File: src/rtl/fifo_flags.sv
// Synchronous first-word-fall-through FIFO with arbitrary depth, fill level,
// programmable almost-full/almost-empty thresholds, flush and sticky error flags.
module fifo_flags #(
    parameter int unsigned DATA_WIDTH = 8,
    parameter int unsigned DEPTH      = 16,
    parameter int unsigned ADDR_WIDTH = 4,
    parameter int unsigned CNT_WIDTH  = 5,
    parameter int unsigned AF_LEVEL   = 14,
    parameter int unsigned AE_LEVEL   = 2
) (
    input  logic                  clock,
    input  logic                  reset,
    input  logic                  flush,
    input  logic                  clr_err,
    input  logic                  enQ,
    input  logic                  deQ,
    input  logic [DATA_WIDTH-1:0] data_in,
    output logic [DATA_WIDTH-1:0] data_out,
    output logic                  empty,
    output logic                  full,
    output logic                  almost_empty,
    output logic                  almost_full,
    output logic [CNT_WIDTH-1:0]  count,
    output logic                  overflow,
    output logic                  underflow
);

    localparam logic [CNT_WIDTH-1:0]  L_DEPTH = CNT_WIDTH'(DEPTH);
    localparam logic [CNT_WIDTH-1:0]  L_AF    = CNT_WIDTH'(AF_LEVEL);
    localparam logic [CNT_WIDTH-1:0]  L_AE    = CNT_WIDTH'(AE_LEVEL);
    localparam logic [ADDR_WIDTH-1:0] L_LAST  = ADDR_WIDTH'(DEPTH - 1);

    logic [DATA_WIDTH-1:0] r_mem [DEPTH];
    logic [ADDR_WIDTH-1:0] r_wr_ptr;
    logic [ADDR_WIDTH-1:0] r_rd_ptr;
    logic [CNT_WIDTH-1:0]  r_count;
    logic                  r_overflow;
    logic                  r_underflow;

    logic                  w_deq_ok;
    logic                  w_enq_ok;
    logic [ADDR_WIDTH-1:0] w_wr_next;
    logic [ADDR_WIDTH-1:0] w_rd_next;

    // A dequeue frees a slot in the same cycle, so a full FIFO still accepts enQ with deQ.
    assign w_deq_ok = deQ & (r_count != '0);
    assign w_enq_ok = enQ & ((r_count != L_DEPTH) | w_deq_ok);

    // Pointers wrap at DEPTH-1, which need not be a power of two.
    assign w_wr_next = (r_wr_ptr == L_LAST) ? '0 : r_wr_ptr + ADDR_WIDTH'(1);
    assign w_rd_next = (r_rd_ptr == L_LAST) ? '0 : r_rd_ptr + ADDR_WIDTH'(1);

    always_ff @(posedge clock) begin
        if (reset || flush) begin
            r_wr_ptr <= '0;
            r_rd_ptr <= '0;
            r_count  <= '0;
        end else begin
            if (w_enq_ok) r_wr_ptr <= w_wr_next;
            if (w_deq_ok) r_rd_ptr <= w_rd_next;
            if (w_enq_ok && !w_deq_ok) begin
                r_count <= r_count + CNT_WIDTH'(1);
            end else if (w_deq_ok && !w_enq_ok) begin
                r_count <= r_count - CNT_WIDTH'(1);
            end
        end
    end

    // Storage is deliberately not cleared by reset.
    always_ff @(posedge clock) begin
        if (!reset && !flush && w_enq_ok) begin
            r_mem[r_wr_ptr] <= data_in;
        end
    end

    // A new error in the same cycle as clr_err wins; flush leaves the flags alone.
    always_ff @(posedge clock) begin
        if (reset) begin
            r_overflow  <= 1'b0;
            r_underflow <= 1'b0;
        end else if (flush) begin
            if (clr_err) begin
                r_overflow  <= 1'b0;
                r_underflow <= 1'b0;
            end
        end else begin
            if (enQ && !w_enq_ok) begin
                r_overflow <= 1'b1;
            end else if (clr_err) begin
                r_overflow <= 1'b0;
            end
            if (deQ && !w_deq_ok) begin
                r_underflow <= 1'b1;
            end else if (clr_err) begin
                r_underflow <= 1'b0;
            end
        end
    end

    assign data_out     = (r_count != '0) ? r_mem[r_rd_ptr] : '0;
    assign empty        = (r_count == '0);
    assign full         = (r_count == L_DEPTH);
    assign almost_empty = (r_count <= L_AE);
    assign almost_full  = (r_count >= L_AF);
    assign count        = r_count;
    assign overflow     = r_overflow;
    assign underflow    = r_underflow;

endmodule

File: config.mk
export PLATFORM = sky130hd
export DESIGN_NAME = fifo_flags
export DESIGN_NICKNAME = d
export VERILOG_FILES = /design/src/rtl/fifo_flags.sv
export SDC_FILE = /design/constraint.sdc
export NUM_CORES = 1
export LEC_CHECK = 0
export CORE_MARGIN = 2
export CORE_UTILIZATION = 29
export CTS_CLUSTER_DIAMETER = 60
export DETAILED_ROUTE_END_ITERATION = 6
export HOLD_SLACK_MARGIN = 0.06
export SLEW_MARGIN = 30
export SYNTH_ARGS = -nofsm -noshare
export SYNTH_HDL_FRONTEND = slang
export SYNTH_SLANG_ARGS = --single-unit
export TNS_END_PERCENT = 50
File: constraint.sdc
create_clock -name clock -period 5.7 [get_ports clock]
set_clock_uncertainty 0.1 [all_clocks]
set_input_delay 0.57 -clock clock [delete_from_list [all_inputs] [get_ports clock]]
set_output_delay 0.57 -clock clock [all_outputs]
set_load 0.01 [all_outputs]
* Yosys cells after proc, flatten, opt, wreduce, memory -nomap -nowiden *
Memories as Yosys holds them, arrays and structs flattened. A register that Yosys moved wholly into a read port is not among the register bits.
Cells that the tools add are included.

cells by class
  add/subtract/negate cells = 4
  multipliers = 0
  divide/modulo/power cells = 0
  $lt $le $gt $ge = 2
  equal/unequal tests = 4
  shift-type cells = 0
  multiplexer cells = 15
  bitwise gates (word level) = 3
  reductions and logical operators = 14

operator list
  operator                                                                             number
  4-bit two-way mux                                                                    4
  5-bit two-way mux                                                                    2
  4-bit by 1-bit adder with 4-bit output, second input constant                        2
  4-bit == test, second input constant                                                 2
  1-bit two-way mux                                                                    8
  8-bit two-way mux                                                                    1
  1-bit logical AND                                                                    6
  5-bit by 1-bit adder with 5-bit output, second input constant                        1
  5-bit == test, second input constant                                                 1
  5-bit by 4-bit greater-or-equal comparator with 1-bit output, second input constant  1
  5-bit by 2-bit <= comparator with 1-bit output, second input constant                1
  5-bit zero test                                                                      1
  5-bit inequality test, second input constant                                         1
  5-bit nonzero test                                                                   1
  5-bit by 1-bit subtractor with 5-bit output, second input constant                   1
  1-bit zero test                                                                      4
  1-bit AND                                                                            2
  2-bit nonzero test                                                                   1
  1-bit logical OR                                                                     1
  1-bit bitwise OR                                                                     1

word-level totals
  flip-flop bits (word level) = 15
  latch bits = 0
  RAM bits = 128
  ROM bits = 0
  input port bits = 14
  output and inout port bits = 19
  word-level logic and storage cells = 48
  memories kept = 1

memory list
  memory  words  bits a word  read ports  clocked after memory_dff  write ports  line  text
  r_mem   16     8            1           1                         1            33    logic [DATA_WIDTH-1:0] r_mem [DEPTH];

* Depth between registers and ports, before layout *
Gate-level depths: netlist (run 1).

  word-level depth = 8
  depth in mapped cells = 11
  mapped depth without buffers = 10

* Least setup slack after synthesis (run 1) *
OpenSTA, ideal clock, no wires.

  path type = register to register
  from = reg r_count[1] (netlist: count[1])
  to = reg r_count[3] (netlist: count[3])
  setup time = 0.122 ns
  data arrival time = 2.652 ns
  required time = 5.478 ns
  slack = 2.826 ns
  cell stages (with the launch flop) = 12
  path buffers = 1
  clock period less this slack = 2.874 ns
  path through = dfxtp_1 > or4_4 > buf_6 > o31ai_4 > inv_1 > ha_1 > inv_1 > ha_1 > a21o_1 > a21oi_1 > nor4_1 > a311o_1

on the way
  cells in the longest elaborated chain, start to end = 7
  elaborated cells between the ends (all ways) = 14
  those cells by class = 2 x add/sub; 1 x eq/ne; 2 x mux; 3 x bitwise; 6 x reduce/logical

RTL lines
  item                          line  text
  start: declaration            36    logic [CNT_WIDTH-1:0] r_count;
  start signal: assignment      62    r_count <= r_count + CNT_WIDTH'(1);
  start signal: assignment      64    r_count <= r_count - CNT_WIDTH'(1);
  5-bit nonzero test            46    assign w_deq_ok = deQ & (r_count != '0);
  1-bit AND                     46
  1-bit bitwise OR *            47    assign w_enq_ok = enQ & ((r_count != L_DEPTH) | w_deq_ok);
  1-bit AND *                   47
  via w_enq_ok                  41    logic w_enq_ok;
  1-bit zero test               63    end else if (w_deq_ok && !w_enq_ok) begin
  1-bit logical AND             63
  2-bit nonzero test (no line)  -

Mark *: on every way through the listed nets, which the timed path passes. The rest lies on a longest branch. The select of a mux whose other input is x is not followed.
A chain may end at the register's enable or synchronous reset.

==> flow_summary.json, run 1 <==
{
  "status": "complete, no violations",
  "path_buf_inv": 1,
  "antenna_found_initial": 0,
  "fmax_ghz": 0.288,
  "critPathTopFamily": "flip-flops",
  "grt_max_degree": 33,
  "cts_tree": "yes",
  "cpMostUsedCell": "a211oi_1",
  "die_w_um": 148,
  "cts-resized-gates": 0,
  "combPwrFrac": 0.115,
  "synth-seq-cells": 147,
  "vias_per_cell": 4.79,
  "placed_cell_area_mm2": 0.00662,
  "drtIter0Drc": 200,
  "worstSkewPairLatency_ns": 0.41,
  "p_switching_mw": 0.635,
  "power_density_mw_per_mm2": 357,
  "ctsHoldBuffers": 0,
  "crit_arrival_ns": 2.80,
  "slew_viol_final": 0,
  "ys.warnings.count": 0,
  "clock-sinks": 147,
  "ys_seq_area_frac": 0.703,
  "leakage_nw": 2.21,
  "synth_cell_types": 45,
  "path_class": "flop to primary output",
  "hold_ws_ns": 0.372,
  "synth_ff_type": "edfxtp_1",
  "ant_nets": 0,
  "post_cts_buffers": 0,
  "vias": 3126,
  "slew-limit-headroom": 0.375,
  "netlist_area_mm2": 0.00601,
  "routed_wl_um": 11800,
  "cts_buffers": 17,
  "fin_crit_ns": 3.47,
  "setup_tns_ns": 0,
  "initial_core_util": 0.296,
  "fin_crit_sh": 0.609,
  "crit_path_end_kind": "primary output",
  "cp_slowest_stage_delay_ns": 0.71,
  "fp.coreArea_mm2": 0.0203,
  "wl_per_cell_um": 18.1,
  "clockBufferDepth": 2,
  "async_flop_share": 0,
  "grt.total_usage": 0.117,
  "grt_overflow_total": 0,
  "nets": 394,
  "drc": 0,
  "hpwl_um": 7520,
  "path_clk_slew_ns": 0.06,
  "rows": 52,
  "internal-power_mw": 1.93,
  "cp_max_fo": 32,
  "syn_nets": 355,
  "p_total_mw": 2.57,
  "syn_area_per_cell_um2": 18.1,
  "min_path_type": "flop to flop",
  "crit_chain": "mux4_2 -> nor2b_1 -> a211oi_1 -> a211oi_1 -> clkdlybuf4s50_1",
  "n_antenna_cell": 0,
  "place_inst": 621,
  "finalWeightedCongestion": 0.722,
  "seqPwrFrac": 0.467,
  "tightest_slew_ns": 0.935,
  "stdcell_count": 653,
  "peakVddDrop_mv": 0.214,
  "design_area_mm2": 0.00719,
  "drt-pass1-iter-count": 4,
  "start_kind": "flop",
  "switching_share": 0.247,
  "max_cap_viol_count": 0,
  "die_area_mm2": 0.0219,
  "htreeDepth": 4,
  "cp_slowest_cell": "dfxtp_4",
  "drive_gt1_frac": 0.225,
  "p_clk_frac": 0.418,
  "nFillCells": 1953,
  "io_buffer_count": 32,
  "synth_enable_flop_cells": 128,
  "grt_pass1_vias": 3380,
  "critPathRequiredTime_ns": 5.03,
  "die_y_um": 148,
  "synthesis.instances": 331,
  "setup_violations": 0,
  "rsz0062_at_grt": "false",
  "finalHoldViolations": 0,
  "area.growth.synth_to_final_pct": 19.8,
  "io_pins": 33,
  "root_buffer": "clkbuf_16",
  "grt_pass1_wl_um": 18900
}
-- cells in the final DEF (no fill, tap or decap), types with 4 or more instances in the layout --
master and n:
nor2b_1 8, nand2_1 6, dfxtp_1 18, a211oi_1 18, nand2_2 4, nor3_1 6
mux4_2 32, clkbuf_16 17, nor2_1 23, clkdlybuf4s50_1 32, ha_1 9, clkinvlp_4 4
edfxtp_1 128, buf_4 6, inv_1 5, a21oi_1 7, nand3_1 4, mux2i_1 10
-- worst reg2reg max path, delay by kind of cell (launching register included) --
family | cells | cell delay, ns
and+or+nand+nor | 2 | 0.74
buffers and inverters | 2 | 0.25
AOI/OAI and AO/OA | 4 | 1.03
DFF | 1 | 0.40
adders and majority gates | 2 | 0.48
-- final cells by class --
type / count / area, um^2 / share of cell area
inverter: 5 / 18.8 / 0.00261
timing repair buffer: 38 / 365 / 0.0508
tap: 270 / 338 / 0.0470
multi-input combinational: 161 / 1670 / 0.232
clock buffer: 17 / 425 / 0.0591
sequential: 147 / 4230 / 0.588
clock inverter: 15 / 151 / 0.0210
-- power groups by stage --
| stage | Clock, mW | Sequential (mW) | Combinational [mW] |
|---|---|---|---|
| after global routing | 1.15 | 1.20 | 0.325 |
| after floorplan | 0 | 1.22 | 0.173 |
| after CTS | 1.10 | 1.20 | 0.299 |
| after global placement | 0 | 1.22 | 0.293 |
| after detailed placement | 0 | 1.22 | 0.297 |
| final | 1.07 | 1.20 | 0.296 |
-- cells by family (layout without fill, tap and decap cells) --
logic type | after synthesis | in the layout | synth area share
AOI/OAI and AO/OA | 42 | 42 | 0.0589
xor gates and xnor gates | 4 | 4 | 0.00583
buffers and inverters | 23 | 75 | 0.0196
muxes | 42 | 42 | 0.137
DFF | 147 | 147 | 0.703
and+or+nand+nor | 63 | 63 | 0.0537
adders and majority gates | 10 | 10 | 0.0221
-- metrics by stage --
stage                     utilization  setup WS (ns)
final                           0.354           2.23
after global routing            0.354           2.00
after CTS                       0.354           2.16
after detailed placement        0.326           2.33
after global placement          0.326           2.27
after floorplan                     -           2.83
-- Yosys cell counts (2+ instances only) --
master      n  area (um^2)
a211oi_1   18          135
a21o_1      2         15.0
a21oi_1     7         35.0
a311o_1     3         30.0
a32o_1      2         20.0
buf_1       2         7.51
buf_2       6         30.0
buf_4       2         15.0
buf_6       2         22.5
clkbuf_1    5         18.8
dfxtp_1    19          380
edfxtp_1  128         3840
ha_1        9          113
inv_1       5         18.8
mux2i_1    10          100
mux4_2     32          721
nand2_1     6         22.5
nand2_2     4         25.0
nand2b_1    2         12.5
nand3_1     4         20.0
nor2_1     24         90.1
nor2b_1     8         50.1
nor3_1      6         30.0
o21ai_0     2         10.0
xor2_1      3         26.3
-- worst paths after layout --
path                            startpoint     endpoint  slack [ns]  cells after the start
worst max register to register    count[1]     count[3]        2.59                     10
worst max-delay path                  flop  data_out[7]        2.23                      5
worst min register to register   underflow    underflow        0.37                      1
worst min-delay path             underflow    underflow        0.37                      1
-- registers in the layout, indices dropped and copies added (netlist names), named ones only --
name and flops:
r_mem 128, r_wr_ptr 4, underflow 1, overflow 1, count 5, r_rd_ptr 4
-- metal layers --
| metal | routed length, um | vias up | GRT usage |
|---|---|---|---|
| met5 | 0 | - | 0 |
| met4 | 112 | 0 | 0.0376 |
| met3 | 555 | 9 | 0.0420 |
| met2 | 5800 | 73 | 0.184 |
| met1 | 5350 | 1625 | 0.151 |
| li1 | - | 1419 | - |
No activity file was read; power rests on OpenSTA's default activity.
==> run 2, diff against run 1 <==
==> constraint.sdc (replaced) <==
create_clock -name clock -period 3.4 [get_ports clock]
set_clock_uncertainty 0.1 [all_clocks]
set_input_delay 0.34 -clock clock [delete_from_list [all_inputs] [get_ports clock]]
set_output_delay 0.34 -clock clock [all_outputs]
set_load 0.01 [all_outputs]
==> flow_summary.json, run 2 (same netlist as run 1, synthesis figures left out) <==
{
  "min_to": "underflow",
  "critPathRequiredTime_ns": 2.96,
  "die_area_mm2": 0.0219,
  "r2r-start": "count[1]",
  "post_cts_buffers": 0,
  "cp_slowest_stage_delay_ns": 0.64,
  "slew-limit-headroom": 0.605,
  "vias_per_cell": 4.69,
  "min_from": "underflow",
  "p_clk_frac": 0.414,
  "io_pins": 33,
  "critPathTopFamily": "buffers and inverters",
  "switching_share": 0.232,
  "grt_max_degree": 33,
  "setup_violations": 0,
  "grt_overflow_total": 0,
  "rows": 52,
  "fmax_ghz": 0.312,
  "clock-sinks": 147,
  "reg2reg_to": "count[3]",
  "tightest_slew_ns": 0.591,
  "area.growth.synth_to_final_pct": 21.8,
  "nets": 410,
  "layout_common_cells": "edfxtp_1, mux4_2, clkdlybuf4s50_1",
  "largest-register": "r_mem",
  "power_density_mw_per_mm2": 586,
  "fin_crit_sh": 0.943,
  "drc": 0,
  "largest_reg_flops": 128,
  "start_kind": "flop",
  "routed-wl-met2_um": 5830,
  "status": "complete, no violations",
  "fin_util": 0.360,
  "io_buffer_count": 32,
  "highest_layer": "met4",
  "cp_max_fo": 9,
  "layout_commonest_cell": "edfxtp_1",
  "clockBufferDepth": 2,
  "root_buffer": "clkbuf_16",
  "hpwl_um": 7700,
  "cpMostUsedCell": "a211oi_1",
  "htreeDepth": 4,
  "nFillCells": 1917,
  "hold_ws_ns": 0.380,
  "routed_wl_um": 11700,
  "combPwrFrac": 0.117,
  "peakVddDrop_mv": 0.342,
  "fin_crit_ns": 3.21,
  "path_buf_inv": 2,
  "grt.total_usage": 0.116,
  "cp_slowest_cell": "dfxtp_1",
  "seqPwrFrac": 0.469,
  "die_y_um": 148,
  "die_w_um": 148,
  "place_inst": 637,
  "vias": 3137,
  "initial_core_util": 0.296,
  "crit_path_end_kind": "primary output",
  "antenna_found_initial": 0,
  "ant_nets": 0,
  "drive_gt1_frac": 0.241,
  "min_path_type": "flop to flop",
  "setup_tns_ns": 0,
  "internal-power_mw": 3.29,
  "max_cap_viol_count": 0,
  "finalHoldViolations": 0,
  "path_clk_slew_ns": 0.06,
  "grt_pass1_wl_um": 18800,
  "p_switching_mw": 0.995,
  "grt_pass1_vias": 3459,
  "n_antenna_cell": 0,
  "cts_buffers": 17,
  "holdPathStages": 1,
  "leakage_nw": 2.30,
  "crit_chain": "buf_4 -> mux4_2 -> nor2b_1 -> a211oi_1 -> a211oi_1 -> clkdlybuf4s50_1",
  "drtIter0Drc": 195,
  "slew_viol_final": 0,
  "reg2reg_setup_slack_ns": 0.36,
  "finalWeightedCongestion": 0.814,
  "cts_tree": "yes",
  "wl_met3_um": 423,
  "reg2reg_depth": 10,
  "wl_met1_um": 5430,
  "rsz0062_at_grt": "false",
  "p_total_mw": 4.29,
  "drt-pass1-iter-count": 4,
  "fp.coreArea_mm2": 0.0203,
  "worstSkewPairLatency_ns": 0.41,
  "register_area_mm2": 0.00423,
  "crit_arrival_ns": 2.77,
  "stdcell_count": 669,
  "path_class": "flop to primary output",
  "wl_per_cell_um": 17.5,
  "multi_input_area_mm2": 0.00167
}
[run 2: layer usage]
| metal | global-route usage | vias up |
|---|---|---|
| met2 | 0.193 | 56 |
| met3 | 0.0318 | 2 |
| met1 | 0.145 | 1631 |
| li1 | - | 1448 |
| met5 | 0 | - |
| met4 | 0.0429 | 0 |
[run 2: metrics by stage]
| step | instance area [um^2] | setup WS (ns) |
|---|---|---|
| floorplan | 6010 | 0.526 |
| global placement | 6750 | 0.473 |
| detailed placement | 6750 | 0.356 |
| CTS | 7310 | 0.0896 |
| global route | 7310 | 0.0287 |
| finish | 7310 | 0.194 |
[run 2: worst reg2reg max path, delay by kind of cell, from the launching register on]
kind / cells / cell delay (ns)
AND/OR/NAND/NOR: 2 / 0.72
AO/OA/AOI/OAI: 4 / 0.98
flip-flops: 1 / 0.40
buffers and inverters: 2 / 0.26
adder cells (fa/ha/maj): 2 / 0.48
[run 2: how the worst max path moves through the flow]
stage	startpoint	cells past startpoint	endpoint
floorplan	count[1]	11	count[3]
global placement	count[1]	10	count[3]
detailed placement	count[1]	10	count[3]
CTS	flop	5	data_out[7]
global route	flop	6	data_out[4]
finish	flop	6	data_out[4]
[run 2: power groups by stage]
stage	logic [mW]	clock network, mW	registers, mW
after global placement	0.497	0	2.05
after detailed placement	0.503	0	2.05
after global routing	0.549	1.88	2.01
after CTS	0.507	1.81	2.01
after floorplan	0.289	0	2.04
final	0.501	1.77	2.01
[run 2: layout make-up]
class,count,area share
inverter,5,0.00257
timing repair buffer,54,0.0681
sequential,147,0.578
clock buffer,18,0.0587
clock inverter,14,0.0188
tap,270,0.0462
multi-input combinational,161,0.228
[run 2: what timing repair did]
| item | 4_1_cts | 5_1_grt |
|---|---|---|
| resized for setup | 0 | 1 |
| setup endpoints to repair | 0 | 3 |
| hold buffers | 0 | 0 |
==> run 3, diff against run 2 <==
--- a/config.mk
+++ b/config.mk
@@ -6,10 +6,11 @@
 export NUM_CORES = 1
 export LEC_CHECK = 0
 export CORE_MARGIN = 2
-export CORE_UTILIZATION = 29
+export CORE_UTILIZATION = 59
 export CTS_CLUSTER_DIAMETER = 60
 export DETAILED_ROUTE_END_ITERATION = 6
 export HOLD_SLACK_MARGIN = 0.06
+export PLACE_DENSITY = 0.79
 export SLEW_MARGIN = 30
 export SYNTH_ARGS = -nofsm -noshare
 export SYNTH_HDL_FRONTEND = slang
==> flow_summary.json, run 3 (same netlist as run 1, synthesis figures left out) <==
{
  "seqPwrFrac": 0.438,
  "clock-sinks": 147,
  "p_total_mw": 4.58,
  "fmax_ghz": 0.309,
  "initial_core_util": 0.612,
  "finalHoldViolations": 0,
  "die_area_mm2": 0.0110,
  "drt-pass1-iter-count": 4,
  "io_pins": 33,
  "fp.coreArea_mm2": 0.00982,
  "internal-power_mw": 3.59,
  "vias_per_cell": 6.01,
  "status": "complete, no violations",
  "reg2reg_to": "count[4]",
  "finalWeightedCongestion": 0.830,
  "hpwl_um": 7240,
  "switching_share": 0.215,
  "highest_layer": "met4",
  "wl_met3_um": 761,
  "layout_common_cells": "edfxtp_1, mux4_2, clkdlybuf4s50_1",
  "clockBufferDepth": 2,
  "combPwrFrac": 0.109,
  "power_density_mw_per_mm2": 632,
  "rsz0062_at_grt": "false",
  "cts-resized-gates": 1,
  "largest_reg_flops": 128,
  "max_cap_viol_count": 0,
  "stdcell_count": 533,
  "setup_tns_ns": 0,
  "setup_violations": 0,
  "cts_tree": "yes",
  "rows": 36,
  "htreeDepth": 4,
  "grt_pass1_wl_um": 17700,
  "worstSkewPairLatency_ns": 0.52,
  "nFillCells": 619,
  "slew_viol_final": 0,
  "routed-wl-met2_um": 5750,
  "min_path_type": "flop to flop",
  "drive_gt1_frac": 0.255,
  "drtIter0Drc": 266,
  "cp_max_fo": 14,
  "path_clk_slew_ns": 0.06,
  "p_clk_frac": 0.453,
  "grt_overflow_total": 0,
  "design_area_mm2": 0.00725,
  "root_buffer": "clkbuf_8",
  "start_kind": "flop",
  "critPathRequiredTime_ns": 2.96,
  "fin_util": 0.739,
  "ant_nets": 0,
  "cts_buffers": 17,
  "die_y_um": 105,
  "hold_ws_ns": 0.380,
  "endpoint": "data_out[0]",
  "p_switching_mw": 0.986,
  "grt_max_degree": 33,
  "wl_met1_um": 4630,
  "leakage_nw": 2.36,
  "grt.total_usage": 0.222,
  "drc": 0,
  "ctsHoldBuffers": 0,
  "vias": 3203,
  "path_class": "flop to primary output",
  "io_buffer_count": 32,
  "post-place-ws_ns": 0.411,
  "routed_wl_um": 11300,
  "grt_pass1_vias": 3258,
  "crit_path_end_kind": "primary output",
  "die_w_um": 105,
  "r2r-start": "count[1]",
  "slew-limit-headroom": 0.579,
  "place_inst": 501,
  "final.setup.worst_slack_ns": 0.164,
  "area.growth.synth_to_final_pct": 20.7,
  "reg2reg_depth": 10,
  "largest-register": "r_mem",
  "wl_per_cell_um": 21.2,
  "placed_cell_area_mm2": 0.00658,
  "reg2reg_setup_slack_ns": 0.39,
  "antenna_found_initial": 0,
  "crit_arrival_ns": 2.80,
  "fin_crit_sh": 0.952,
  "n_antenna_cell": 0,
  "tightest_slew_ns": 0.630,
  "peakVddDrop_mv": 0.454,
  "post_cts_buffers": 0,
  "layout_commonest_cell": "edfxtp_1",
  "nets": 411,
  "fin_crit_ns": 3.24
}
[run 3: cell types whose count changed in the layout (fill, tap and decap cells not counted), sizes merged]
cell | before | now
bufinv | 2 | 6
clkinv | 8 | 4
buf | 22 | 23
clkbuf | 18 | 19
inv | 7 | 6
[run 3: power by group through the flow]
stage / registers (mW) / clock network [mW] / logic (mW)
final: 2.01 / 2.07 / 0.500
after global routing: 2.01 / 2.18 / 0.539
after CTS: 2.01 / 2.11 / 0.502
after detailed placement: 2.05 / 0 / 0.499
after global placement: 2.04 / 0 / 0.486
after floorplan: 2.04 / 0 / 0.289
[run 3: how the worst min path moves through the flow]
stage	startpoint	endpoint	cells after the start
finish	overflow	overflow	1
global route	underflow	underflow	1
CTS	underflow	underflow	1
detailed placement	underflow	underflow	1
global placement	underflow	underflow	1
floorplan	data_in[0]	r_mem[0][0]	0
[run 3: cell type report]
cell class / instances / area (um^2) / share of cell area
clock inverters: 13 / 228 / 0.0314
flip-flops and latches: 147 / 4230 / 0.583
repair buffers: 55 / 505 / 0.0697
inverters: 5 / 18.8 / 0.00259
well taps: 133 / 166 / 0.0229
clock buffers: 19 / 442 / 0.0609
multi-input cells: 161 / 1670 / 0.230
[run 3: per-layer routing]
layer / vias up / GRT usage
met5: - / 0
met4: 0 / 0.0714
met3: 14 / 0.0661
met2: 109 / 0.362
met1: 1633 / 0.291
li1: 1447 / -
[run 3: worst max-delay path, stage by stage (launching register included)]
cell             delay (ns)
dfxtp_4                0.52
buf_4                  0.24
mux4_2                 0.50
a211oi_1               0.35
a211oi_1               0.13
clkdlybuf4s50_1        0.53
